==> src/rtl/can_pkg.sv <==
// Shared types and constants for the CAN frame-tail sequencer and its bit sampler.
package can_pkg;

  typedef enum logic [2:0] {
    S_IDLE,
    S_CRC_DEL,
    S_ACK_SLOT,
    S_ACK_DEL,
    S_EOF,
    S_IFS
  } tail_state_t;

  typedef enum logic [1:0] {
    s_init,
    s_sample1,
    s_sample2,
    s_sample3
  } sample_state_t;

  localparam logic DOMINANT  = 1'b0;
  localparam logic RECESSIVE = 1'b1;

  function automatic logic majority3(input logic a, input logic b, input logic c);
    return (a & b) | (a & c) | (b & c);
  endfunction

endpackage

==> src/rtl/can_tail_sequencer_if.sv <==
// Control, bus-drive and status bundle between the bit stream engine and the tail sequencer.
interface can_tail_sequencer_if;
  logic       start;
  logic       ackMode;
  logic       txPulse;
  logic       samplePulse;
  logic       rateSelector;
  logic       dIn;
  logic       dOut;
  logic       busy;
  logic       tailDone;
  logic       ackError;
  logic       bitError;
  logic       formError;
  logic       overloadReq;
  logic       hardSyncSof;
  logic [7:0] tailState;

  modport master (
    output start, ackMode, txPulse, samplePulse, rateSelector, dIn,
    input  dOut, busy, tailDone, ackError, bitError, formError, overloadReq,
           hardSyncSof, tailState
  );

  modport slave (
    input  start, ackMode, txPulse, samplePulse, rateSelector, dIn,
    output dOut, busy, tailDone, ackError, bitError, formError, overloadReq,
           hardSyncSof, tailState
  );
endinterface

==> src/rtl/can_bit_sampler.sv <==
// Votes one bus bit from 1 or 3 sample strobes; bitValid is high the cycle after the last sample.
// No backpressure: a strobe arriving during the bitValid cycle starts the next bit.
module can_bit_sampler
  import can_pkg::*;
(
  input  logic          clk,
  input  logic          resetN,
  input  logic          samplePulse,
  input  logic          rateSelector,
  input  logic          dIn,
  input  logic          clear,
  output logic          bitValid,
  output logic          bitVal,
  output sample_state_t state
);

  sample_state_t state_q, state_d;
  logic [1:0]    smp_q, smp_d;
  logic          val_q, val_d;

  always_comb begin
    state_d = state_q;
    smp_d   = smp_q;
    val_d   = val_q;
    if (clear) begin
      state_d = s_init;
    end else if (samplePulse) begin
      case (state_q)
        s_sample1: begin
          smp_d[1] = dIn;
          state_d  = s_sample2;
        end
        s_sample2: begin
          val_d   = majority3(smp_q[0], smp_q[1], dIn);
          state_d = s_sample3;
        end
        default: begin
          // s_sample3 doubles as the bitValid cycle, so a strobe here opens the next bit
          if (rateSelector) begin
            smp_d[0] = dIn;
            state_d  = s_sample1;
          end else begin
            val_d   = dIn;
            state_d = s_sample3;
          end
        end
      endcase
    end else if (state_q == s_sample3) begin
      state_d = s_init;
    end
  end

  always_ff @(posedge clk) begin
    if (!resetN) begin
      state_q <= s_init;
      smp_q   <= 2'b00;
      val_q   <= RECESSIVE;
    end else begin
      state_q <= state_d;
      smp_q   <= smp_d;
      val_q   <= val_d;
    end
  end

  assign bitValid = (state_q == s_sample3);
  assign bitVal   = val_q;
  assign state    = state_q;

endmodule

==> src/rtl/can_tail_sequencer.sv <==
// Drives/monitors CRC delimiter, ACK, ACK delimiter, EOF and intermission; flags pulse on the bitValid cycle.
// dOut is registered and changes only on txPulse; start is ignored while a tail is in progress.
module can_tail_sequencer
  import can_pkg::*;
#(
  parameter int EOF_BITS = 7,
  parameter int IFS_BITS = 3
) (
  input  logic                 clk,
  input  logic                 resetN,
  can_tail_sequencer_if.slave  bus
);

  localparam logic [2:0] EOF_LAST = 3'(EOF_BITS - 1);
  localparam logic [2:0] IFS_LAST = 3'(IFS_BITS - 1);

  tail_state_t   seq_q, seq_d;
  logic [2:0]    bit_cnt_q, bit_cnt_d;
  logic          ack_mode_q, ack_mode_d;
  logic          dout_q, dout_d;
  logic          form_err, ack_err, bit_err, ovl_req, hard_sync, tail_done;
  logic          bit_valid, bit_val, smp_clear;
  sample_state_t smp_state;

  assign smp_clear = (seq_q == S_IDLE);

  can_bit_sampler u_sampler (
    .clk          (clk),
    .resetN       (resetN),
    .samplePulse  (bus.samplePulse),
    .rateSelector (bus.rateSelector),
    .dIn          (bus.dIn),
    .clear        (smp_clear),
    .bitValid     (bit_valid),
    .bitVal       (bit_val),
    .state        (smp_state)
  );

  always_comb begin
    seq_d      = seq_q;
    bit_cnt_d  = bit_cnt_q;
    ack_mode_d = ack_mode_q;
    dout_d     = dout_q;
    form_err   = 1'b0;
    ack_err    = 1'b0;
    bit_err    = 1'b0;
    ovl_req    = 1'b0;
    hard_sync  = 1'b0;
    tail_done  = 1'b0;

    // drive decision uses the state before any same-cycle transition
    if (bus.txPulse)
      dout_d = (seq_q == S_ACK_SLOT && ack_mode_q) ? DOMINANT : RECESSIVE;

    if (seq_q == S_IDLE) begin
      if (bus.start) begin
        seq_d      = S_CRC_DEL;
        ack_mode_d = bus.ackMode;
      end
    end else if (bit_valid) begin
      case (seq_q)
        S_CRC_DEL: begin
          if (bit_val == DOMINANT) begin
            form_err = 1'b1;
            seq_d    = S_IDLE;
          end else begin
            seq_d = S_ACK_SLOT;
          end
        end
        S_ACK_SLOT: begin
          if (bit_val == RECESSIVE) begin
            bit_err = ack_mode_q;
            ack_err = !ack_mode_q;
            seq_d   = S_IDLE;
          end else begin
            seq_d = S_ACK_DEL;
          end
        end
        S_ACK_DEL: begin
          if (bit_val == DOMINANT) begin
            form_err = 1'b1;
            seq_d    = S_IDLE;
          end else begin
            seq_d     = S_EOF;
            bit_cnt_d = 3'd0;
          end
        end
        S_EOF: begin
          if (bit_val == DOMINANT) begin
            ovl_req  = (bit_cnt_q == EOF_LAST);
            form_err = (bit_cnt_q != EOF_LAST);
            seq_d    = S_IDLE;
          end else if (bit_cnt_q == EOF_LAST) begin
            seq_d     = S_IFS;
            bit_cnt_d = 3'd0;
          end else begin
            bit_cnt_d = bit_cnt_q + 3'd1;
          end
        end
        S_IFS: begin
          if (bit_val == DOMINANT) begin
            hard_sync = (bit_cnt_q == IFS_LAST);
            ovl_req   = (bit_cnt_q != IFS_LAST);
            seq_d     = S_IDLE;
          end else if (bit_cnt_q == IFS_LAST) begin
            tail_done = 1'b1;
            seq_d     = S_IDLE;
          end else begin
            bit_cnt_d = bit_cnt_q + 3'd1;
          end
        end
        default: seq_d = S_IDLE;
      endcase
    end

    if (seq_d == S_IDLE)
      bit_cnt_d = 3'd0;
  end

  always_ff @(posedge clk) begin
    if (!resetN) begin
      seq_q      <= S_IDLE;
      bit_cnt_q  <= 3'd0;
      ack_mode_q <= 1'b0;
      dout_q     <= RECESSIVE;
    end else begin
      seq_q      <= seq_d;
      bit_cnt_q  <= bit_cnt_d;
      ack_mode_q <= ack_mode_d;
      dout_q     <= dout_d;
    end
  end

  // flags are decoded from flops; gating with resetN keeps an aborted tail silent
  assign bus.formError   = form_err  & resetN;
  assign bus.ackError    = ack_err   & resetN;
  assign bus.bitError    = bit_err   & resetN;
  assign bus.overloadReq = ovl_req   & resetN;
  assign bus.hardSyncSof = hard_sync & resetN;
  assign bus.tailDone    = tail_done & resetN;
  assign bus.dOut        = dout_q;
  assign bus.busy        = (seq_q != S_IDLE);
  assign bus.tailState   = {smp_state, seq_q, bit_cnt_q};

endmodule

==> src/flat_wrapper.sv <==
// flat-port wrapper written by rule: the top's interface ports become plain ports
module can_tail_sequencer_flat import can_pkg::*;
#(
  parameter int EOF_BITS = 7,
  parameter int IFS_BITS = 3
)
  (clk, resetN, bus_start, bus_ackMode, bus_txPulse, bus_samplePulse, bus_rateSelector, bus_dIn, bus_dOut, bus_busy, bus_tailDone, bus_ackError, bus_bitError, bus_formError, bus_overloadReq, bus_hardSyncSof, bus_tailState);
  can_tail_sequencer_if bus_i ();
  input  logic clk;
  input  logic resetN;
  input wire logic [$bits(bus_i.start)-1:0] bus_start;
  input wire logic [$bits(bus_i.ackMode)-1:0] bus_ackMode;
  input wire logic [$bits(bus_i.txPulse)-1:0] bus_txPulse;
  input wire logic [$bits(bus_i.samplePulse)-1:0] bus_samplePulse;
  input wire logic [$bits(bus_i.rateSelector)-1:0] bus_rateSelector;
  input wire logic [$bits(bus_i.dIn)-1:0] bus_dIn;
  output wire logic [$bits(bus_i.dOut)-1:0] bus_dOut;
  output wire logic [$bits(bus_i.busy)-1:0] bus_busy;
  output wire logic [$bits(bus_i.tailDone)-1:0] bus_tailDone;
  output wire logic [$bits(bus_i.ackError)-1:0] bus_ackError;
  output wire logic [$bits(bus_i.bitError)-1:0] bus_bitError;
  output wire logic [$bits(bus_i.formError)-1:0] bus_formError;
  output wire logic [$bits(bus_i.overloadReq)-1:0] bus_overloadReq;
  output wire logic [$bits(bus_i.hardSyncSof)-1:0] bus_hardSyncSof;
  output wire logic [$bits(bus_i.tailState)-1:0] bus_tailState;
  assign bus_i.start = bus_start;
  assign bus_i.ackMode = bus_ackMode;
  assign bus_i.txPulse = bus_txPulse;
  assign bus_i.samplePulse = bus_samplePulse;
  assign bus_i.rateSelector = bus_rateSelector;
  assign bus_i.dIn = bus_dIn;
  assign bus_dOut = bus_i.dOut;
  assign bus_busy = bus_i.busy;
  assign bus_tailDone = bus_i.tailDone;
  assign bus_ackError = bus_i.ackError;
  assign bus_bitError = bus_i.bitError;
  assign bus_formError = bus_i.formError;
  assign bus_overloadReq = bus_i.overloadReq;
  assign bus_hardSyncSof = bus_i.hardSyncSof;
  assign bus_tailState = bus_i.tailState;
  can_tail_sequencer #(.EOF_BITS(EOF_BITS), .IFS_BITS(IFS_BITS)) u_core (.clk(clk), .resetN(resetN), .bus(bus_i));
endmodule
==> config.mk <==
export PLATFORM = sky130hd
export DESIGN_NAME = can_tail_sequencer_flat
export DESIGN_NICKNAME = d
export VERILOG_FILES = /design/src/rtl/can_pkg.sv /design/src/rtl/can_tail_sequencer_if.sv /design/src/rtl/can_bit_sampler.sv /design/src/rtl/can_tail_sequencer.sv /design/src/flat_wrapper.sv
export SDC_FILE = /design/constraint.sdc
export NUM_CORES = 1
export LEC_CHECK = 0
export ABC_AREA = 1
export CELL_PAD_IN_SITES_DETAIL_PLACEMENT = 0
export CELL_PAD_IN_SITES_GLOBAL_PLACEMENT = 1
export CORE_MARGIN = 5
export CORE_UTILIZATION = 44
export CTS_BUF_LIST = sky130_fd_sc_hd__clkbuf_4
export DETAILED_ROUTE_END_ITERATION = 8
export DONT_BUFFER_PORTS = 1
export GPL_TIMING_DRIVEN = 1
export PLACE_DENSITY_LB_ADDON = 0.1
export SYNTH_ARGS = -nofsm -noshare
export SYNTH_HDL_FRONTEND = slang
export SYNTH_SLANG_ARGS = --single-unit
==> constraint.sdc <==
create_clock -name clk -period 2.05 [get_ports clk]
set_clock_uncertainty 0.15 [all_clocks]
set_input_delay 0.1025 -clock clk [delete_from_list [all_inputs] [get_ports clk]]
set_output_delay 0.1025 -clock clk [all_outputs]
set_load 0.02 [all_outputs]
==> out/metrics.cfg, run 1 <==
[status]
outcome = finished clean

[logic_synthesis]
ys_warn_count = 0
syn_nets = 141
synth.top_cells.by_area = dfxtp_1 (30%), inv_1 (11%), nand2_1 (11%), ha_1 (7.3%), a21oi_1 (5.2%)
yosysSeqAreaShare_pct = 30.2
ys.flop_type = dfxtp_1
synth.top_cell.area_share_pct = 30.2
netlist_area_sq_um = 862
ys_ff_latch = 13
netlist_instances = 128
synth.distinct_cells = 25
synthArstFlopShare_pct = 0
avgSynthCellArea_sq_um = 6.73
synth-edff-count = 0
synth_area_leader_cell = dfxtp_1

[setup_path]
reg2reg_slack_ps = 140
timing.rr.start = u_core.seq_q[1]
end_kind = flip-flop
worstPathMaxFanout = 5
required_ps = 2060
arrival_ps = 1920
rr_worst_depth = 6
critPathKind = reg2reg
crit_path_start_kind = flip-flop
r2r-end = u_core.bus.dOut

[place]
routabilityCongestion = 0.817
dp_hpwl_um = 1650
port_buffers = 0

[timing]
setup_violations = 0
hold_viol_final = 0
fmax_ghz = 0.524
holdWs_ps = 16.2
max_slew_margin_pct = 76.9
tns_ps = 0
rsz0062_at_grt = false
min_period_over_period_pct = 93.1
period_minus_slack_ps = 1910
worst_pin_slew_ps = 347
slew_violations = 0

[hold_path]
hp-class = in2reg
min-delay-start = bus_dIn
hold_end = u_core.u_sampler.bitVal
holdPathStages = 3

[detailed_routing]
ant_nets = 0
dr_total_vias = 892
drc = 0
wl_per_cell_um = 11.9
vias_per_cell = 4.96
drt-initial-drc-count = 9
routed_wl_um = 2140
dr.pass1.iters = 4

[die]
floorplan.initialDensity_pct = 44.9
io_pins = 24
die_x_um = 54.3
die_y_um = 54.3
die-area_sq_mm = 0.00294
core_sq_mm = 0.00192
rows = 16

[cts]
cts_tree = yes
cts_setup_buffers = 0
worstSkewPairLatency_ps = 270
clockRootBuffer = clkbuf_4
cts.clk_slew.worst_paths_ps = 80
cts.htree.levels = 1
numCtsBuffers = 3
clockBufferDepth = 2
clock-sinks = 13

[layout]
regArea_sq_um = 264
area_delta_synth_final_pct = 29.9
antenna_cells = 0
drive_gt1_share_pct = 21.6
layout_commonest_cell = nand2_1
multi_input_area_sq_um = 492
fin_util_pct = 58.3
nNetsFinal = 167
mostFrequentLayoutCells = nand2_1 (25), inv_1 (24), buf_4 (13), dfxtp_1 (10), a21oi_1 (9)
nFillCells = 197

[power]
irDropWorstVdd_uv = 342
power.leakage_nw = 0.546
power_uw = 517
p_per_area_mw_per_mm2 = 462

[grt]
grt_pass1_vias = 840
overflow = 0
grt_util_all_layers_pct = 16.7
grt_pass1_wl_um = 3610
antenna_found_initial = 0
grt_max_degree = 8

[run]
max_cap_violations = 0

logic make-up (layout without fill, tap and decap cells):
group	after synthesis	in the layout	share of synthesized area, %
buf+inv	30	55	14.1
simple gates	54	54	30.9
compound gates	25	25	16.5
xor+xnor	1	1	1.02
fa+ha+maj	5	5	7.26
flops	13	13	30.2
worst max-delay path by stage:
stage	from	endpoint	slack [ps]	cells after the start
2_1_floorplan	u_core.u_sampler.state[1]	bus_ackError	260	6
3_3_place_gp	u_core.bit_cnt_q[0]	u_core.bit_cnt_q[0]	400	12
3_5_place_dp	u_core.u_sampler.state[1]	bus_ackError	350	6
4_1_cts	u_core.u_sampler.state[1]	bus_ackError	40	6
5_1_grt	u_core.seq_q[0]	u_core.u_sampler.smp_q[1]	20	6
6_report	u_core.seq_q[1]	u_core.bus.dOut	140	6
where the power goes:
group,switching [mW],leakage (nW),internal [mW],total (mW)
registers,0.0136,0.107,0.261,0.274
logic,0.0411,0.420,0.0305,0.0716
clock network,0.0826,0.0184,0.0886,0.171
metrics by stage:
stage                     instance area [sq um]  setup slack [ps]  std cells
after global placement                      982               400        167
after CTS                                  1100              42.3        180
final                                      1120               142        180
after detailed placement                    982               347        167
after global routing                       1120              16.1        180
after floorplan                             862               264        128
flip-flops by register name, indices dropped and copies added, names as in the netlist:
name / flops
u_core.u_sampler.smp_q: 2
u_core.u_sampler.bitVal: 1
u_core.seq_q: 3
u_core.bus.dOut: 1
u_core.u_sampler.state: 2
u_core.bit_cnt_q: 3
u_core.ack_mode_q: 1
layer usage:
layer  GRT usage, %  share of wire, %
met1           20.2                45
met2           28.7                48
met3           4.36               5.7
met4           4.98              0.79
met5              0                 0
repair_timing:
| action | 4_1_cts | 5_1_grt |
|---|---|---|
| gates resized for setup | 0 | 7 |
| hold endpoints to repair | 12 | 0 |
| hold buffers | 9 | 0 |
| setup endpoints to repair | 0 | 5 |
critical path, cell delays in order, from the launching register on:
cell and delay (ps):
dfxtp_1 480, inv_2 110, nor3_2 150, inv_1 90, o21ai_0 150, o211ai_1 100, dlygate4sd3_1 570
synthesized netlist by cell type, types with 2 or more instances:
| library cell | instances |
|---|---|
| a21oi_1 | 9 |
| nand2_1 | 25 |
| nand4_1 | 2 |
| nand3_1 | 7 |
| ha_1 | 5 |
| inv_1 | 25 |
| o21ai_1 | 4 |
| o211ai_1 | 2 |
| nor2_1 | 5 |
| o21ai_0 | 6 |
| dfxtp_1 | 13 |
| nor3_1 | 8 |
| nand2_2 | 2 |
| nand3_2 | 2 |
| inv_2 | 3 |
final cells by class:
class	count	area share [%]
multi-input cells	85	43.9
flip-flops and latches	13	23.6
repair buffers	22	17.0
inverters	29	9.83
well taps	27	3.02
clock buffers	4	2.68
(Power assumes the default switching activity.)
==> inputs of run 2 (changes only) <==
Settings changed: CORE_UTILIZATION 44 to 41, CTS_BUF_LIST sky130_fd_sc_hd__clkbuf_4 to unset.
==> out/metrics.cfg, run 2 (synthesis gave the netlist of run 1 again) <==
[layout]
nFillCells = 202  ; +2.5%
reg_top3 = u_core.bit_cnt_q x3, u_core.seq_q x3
multi_input_area_sq_um = 489  ; -0.51%
drive_gt1_share_pct = 21.2  ; -0.38 points
antenna_cells = 0  ; unchanged
nNetsFinal = 165  ; -1.2%
area_delta_synth_final_pct = 27.4
regArea_sq_um = 267  ; +0.95%
mostFrequentLayoutCells = inv_1 (25), nand2_1 (25), buf_4 (12), a21oi_1 (9)
fin_cells = 178  ; -1.1%

[detailed_routing]
ant_nets = 0  ; unchanged
drt-initial-drc-count = 15  ; +6
wl_per_cell_um = 11.6  ; -2.7%
drc = 0  ; unchanged
wl_met1_um = 1010  ; +4.2%
route.met2.wl_um = 898  ; -12%
top_layer_used = met4
dr_total_vias = 872  ; -2.2%
dr.pass1.iters = 4  ; unchanged
vias_per_cell = 4.90  ; -1.1%
wl_met3_um = 129  ; +5.7%
routed_wl_um = 2060  ; -3.7%

[die]
die_y_um = 55.9  ; +2.9%
floorplan.initialDensity_pct = 43.5  ; -1.4 points
rows = 16  ; unchanged
core_sq_mm = 0.00198  ; +3.1%
die-area_sq_mm = 0.00312  ; +5.9%
die_x_um = 55.9  ; +2.9%
io_pins = 24  ; unchanged

[place]
routabilityCongestion = 0.870  ; +6.6%
dpl.cell_count = 166  ; -0.60%
post-place-ws_ps = 260  ; -87.4 ps
dp_hpwl_um = 1660  ; +0.22%
port_buffers = 0  ; unchanged

[setup_path]
critPathKind = reg2out
crit_path_start_kind = flip-flop
worstPathMaxFanout = 8  ; +3
required_ps = 1800  ; -260 ps
end_kind = primary output
arrival_ps = 1670  ; -250 ps

[cts]
clockBufferDepth = 2  ; unchanged
clockRootBuffer = clkbuf_4
worstSkewPairLatency_ps = 280  ; about the same
cts.clk_slew.worst_paths_ps = 90  ; about the same
numCtsBuffers = 3  ; unchanged
cts.htree.levels = 1  ; unchanged
cts_tree = yes
cts_setup_buffers = 0  ; unchanged
clock-sinks = 13  ; unchanged

[power]
power_uw = 503  ; -2.7%
clkPwrFrac_pct = 31.8  ; -1.3 points
power.internal_uw = 366  ; -3.7%
irDropWorstVdd_uv = 286  ; -16%
power.leakage_nw = 0.531  ; -2.8%
p_switching_uw = 137  ; about the same
power_frac_seq_pct = 54.5  ; +1.5 points
p_per_area_mw_per_mm2 = 458  ; -0.80%
p_sw_share_pct = 27.3  ; +0.74 points
combPwrFrac_pct = 13.7  ; -0.2 points

[grt]
grt_pass1_vias = 839  ; -0.12%
grt_max_degree = 9  ; +1
grt_pass1_wl_um = 3520  ; -2.5%
grt_util_all_layers_pct = 13.7  ; -3.0 points
overflow = 0  ; unchanged
antenna_found_initial = 0  ; unchanged

[run]
max_cap_violations = 0  ; unchanged

[timing]
slew_violations = 0  ; unchanged
hold_viol_final = 1  ; +1
max_slew_margin_pct = 78.5  ; +1.6 points
period_minus_slack_ps = 1920  ; +13.6 ps
tns_ps = 0  ; unchanged
rsz0062_at_grt = false
min_period_over_period_pct = 93.8  ; +0.66 points
setup_slack_ps = 128  ; -13.6 ps
worst_pin_slew_ps = 322  ; -24.4 ps
setup_violations = 0  ; unchanged
holdWs_ps = -1.88  ; -18.0 ps
fmax_ghz = 0.520  ; -0.71%

[status]
violations = hold timing
outcome = finished, violations left

[hold_path]
hp-class = in2reg

[run 2: repair_timing]
action / 4_1_cts / 5_1_grt
gates resized for setup: 2 / 6
hold endpoints to repair: 12 / 0
hold buffers: 8 / 0
gates cloned: 0 / 0
endpoints found under the setup margin: 2 / 4
[run 2: worst paths after layout]
| kind | startpoint | endpoint | slack, ps | cells after the start |
|---|---|---|---|---|
| hold reg to reg | u_core.u_sampler.smp_q[0] | u_core.u_sampler.smp_q[0] | 320 | 2 |
| hold / removal | bus_dIn | u_core.u_sampler.bitVal | -2 | 3 |
| setup / recovery | u_core.seq_q[2] | bus_bitError | 130 | 7 |
| setup reg to reg | u_core.seq_q[2] | u_core.u_sampler.smp_q[1] | 130 | 6 |
[run 2: final cells by class]
| cell class | instances | area share (%) |
|---|---|---|
| Multi-Input combinational cell | 85 | 44.5 |
| Timing Repair Buffer | 20 | 15.7 |
| Inverter | 29 | 10.0 |
| Tap cell | 27 | 3.08 |
| Clock buffer | 4 | 2.39 |
| Sequential cell | 13 | 24.3 |
[run 2: routing by layer]
metal	vias to the layer above	GRT usage [%]
li1	460	-
met1	391	17.3
met2	19	21.1
met3	2	4.64
met4	0	5.76
met5	-	0
[run 2: power by group through the flow]
| stage | clock network, mW | logic (mW) | registers, mW |
|---|---|---|---|
| 6_report | 0.160 | 0.0687 | 0.274 |
| 5_1_grt | 0.183 | 0.0785 | 0.276 |
| 4_1_cts | 0.167 | 0.0678 | 0.273 |
| 3_5_place_dp | 0 | 0.0522 | 0.279 |
| 3_3_place_gp | 0 | 0.0522 | 0.279 |
| 2_1_floorplan | 0 | 0.0384 | 0.279 |
[run 2: worst max-delay path, stage by stage, from the launching register on]
cell and delay (ps):
dfxtp_2 490, nor3_4 70, nor2_1 150, nand2_1 110, nor2_1 170, inv_1 90
nor3_1 150, buf_4 170
[run 2: per-stage QoR]
step / utilization (%) / instance area, sq um / hold slack, ps
final: 55.4 / 1100 / -1.88
after global routing: 55.4 / 1100 / 53.7
after CTS: 54.7 / 1080 / 2.03
after detailed placement: 49.2 / 975 / 61.9
after global placement: 49.2 / 975 / 57.9
after floorplan: - / 862 / 51.1
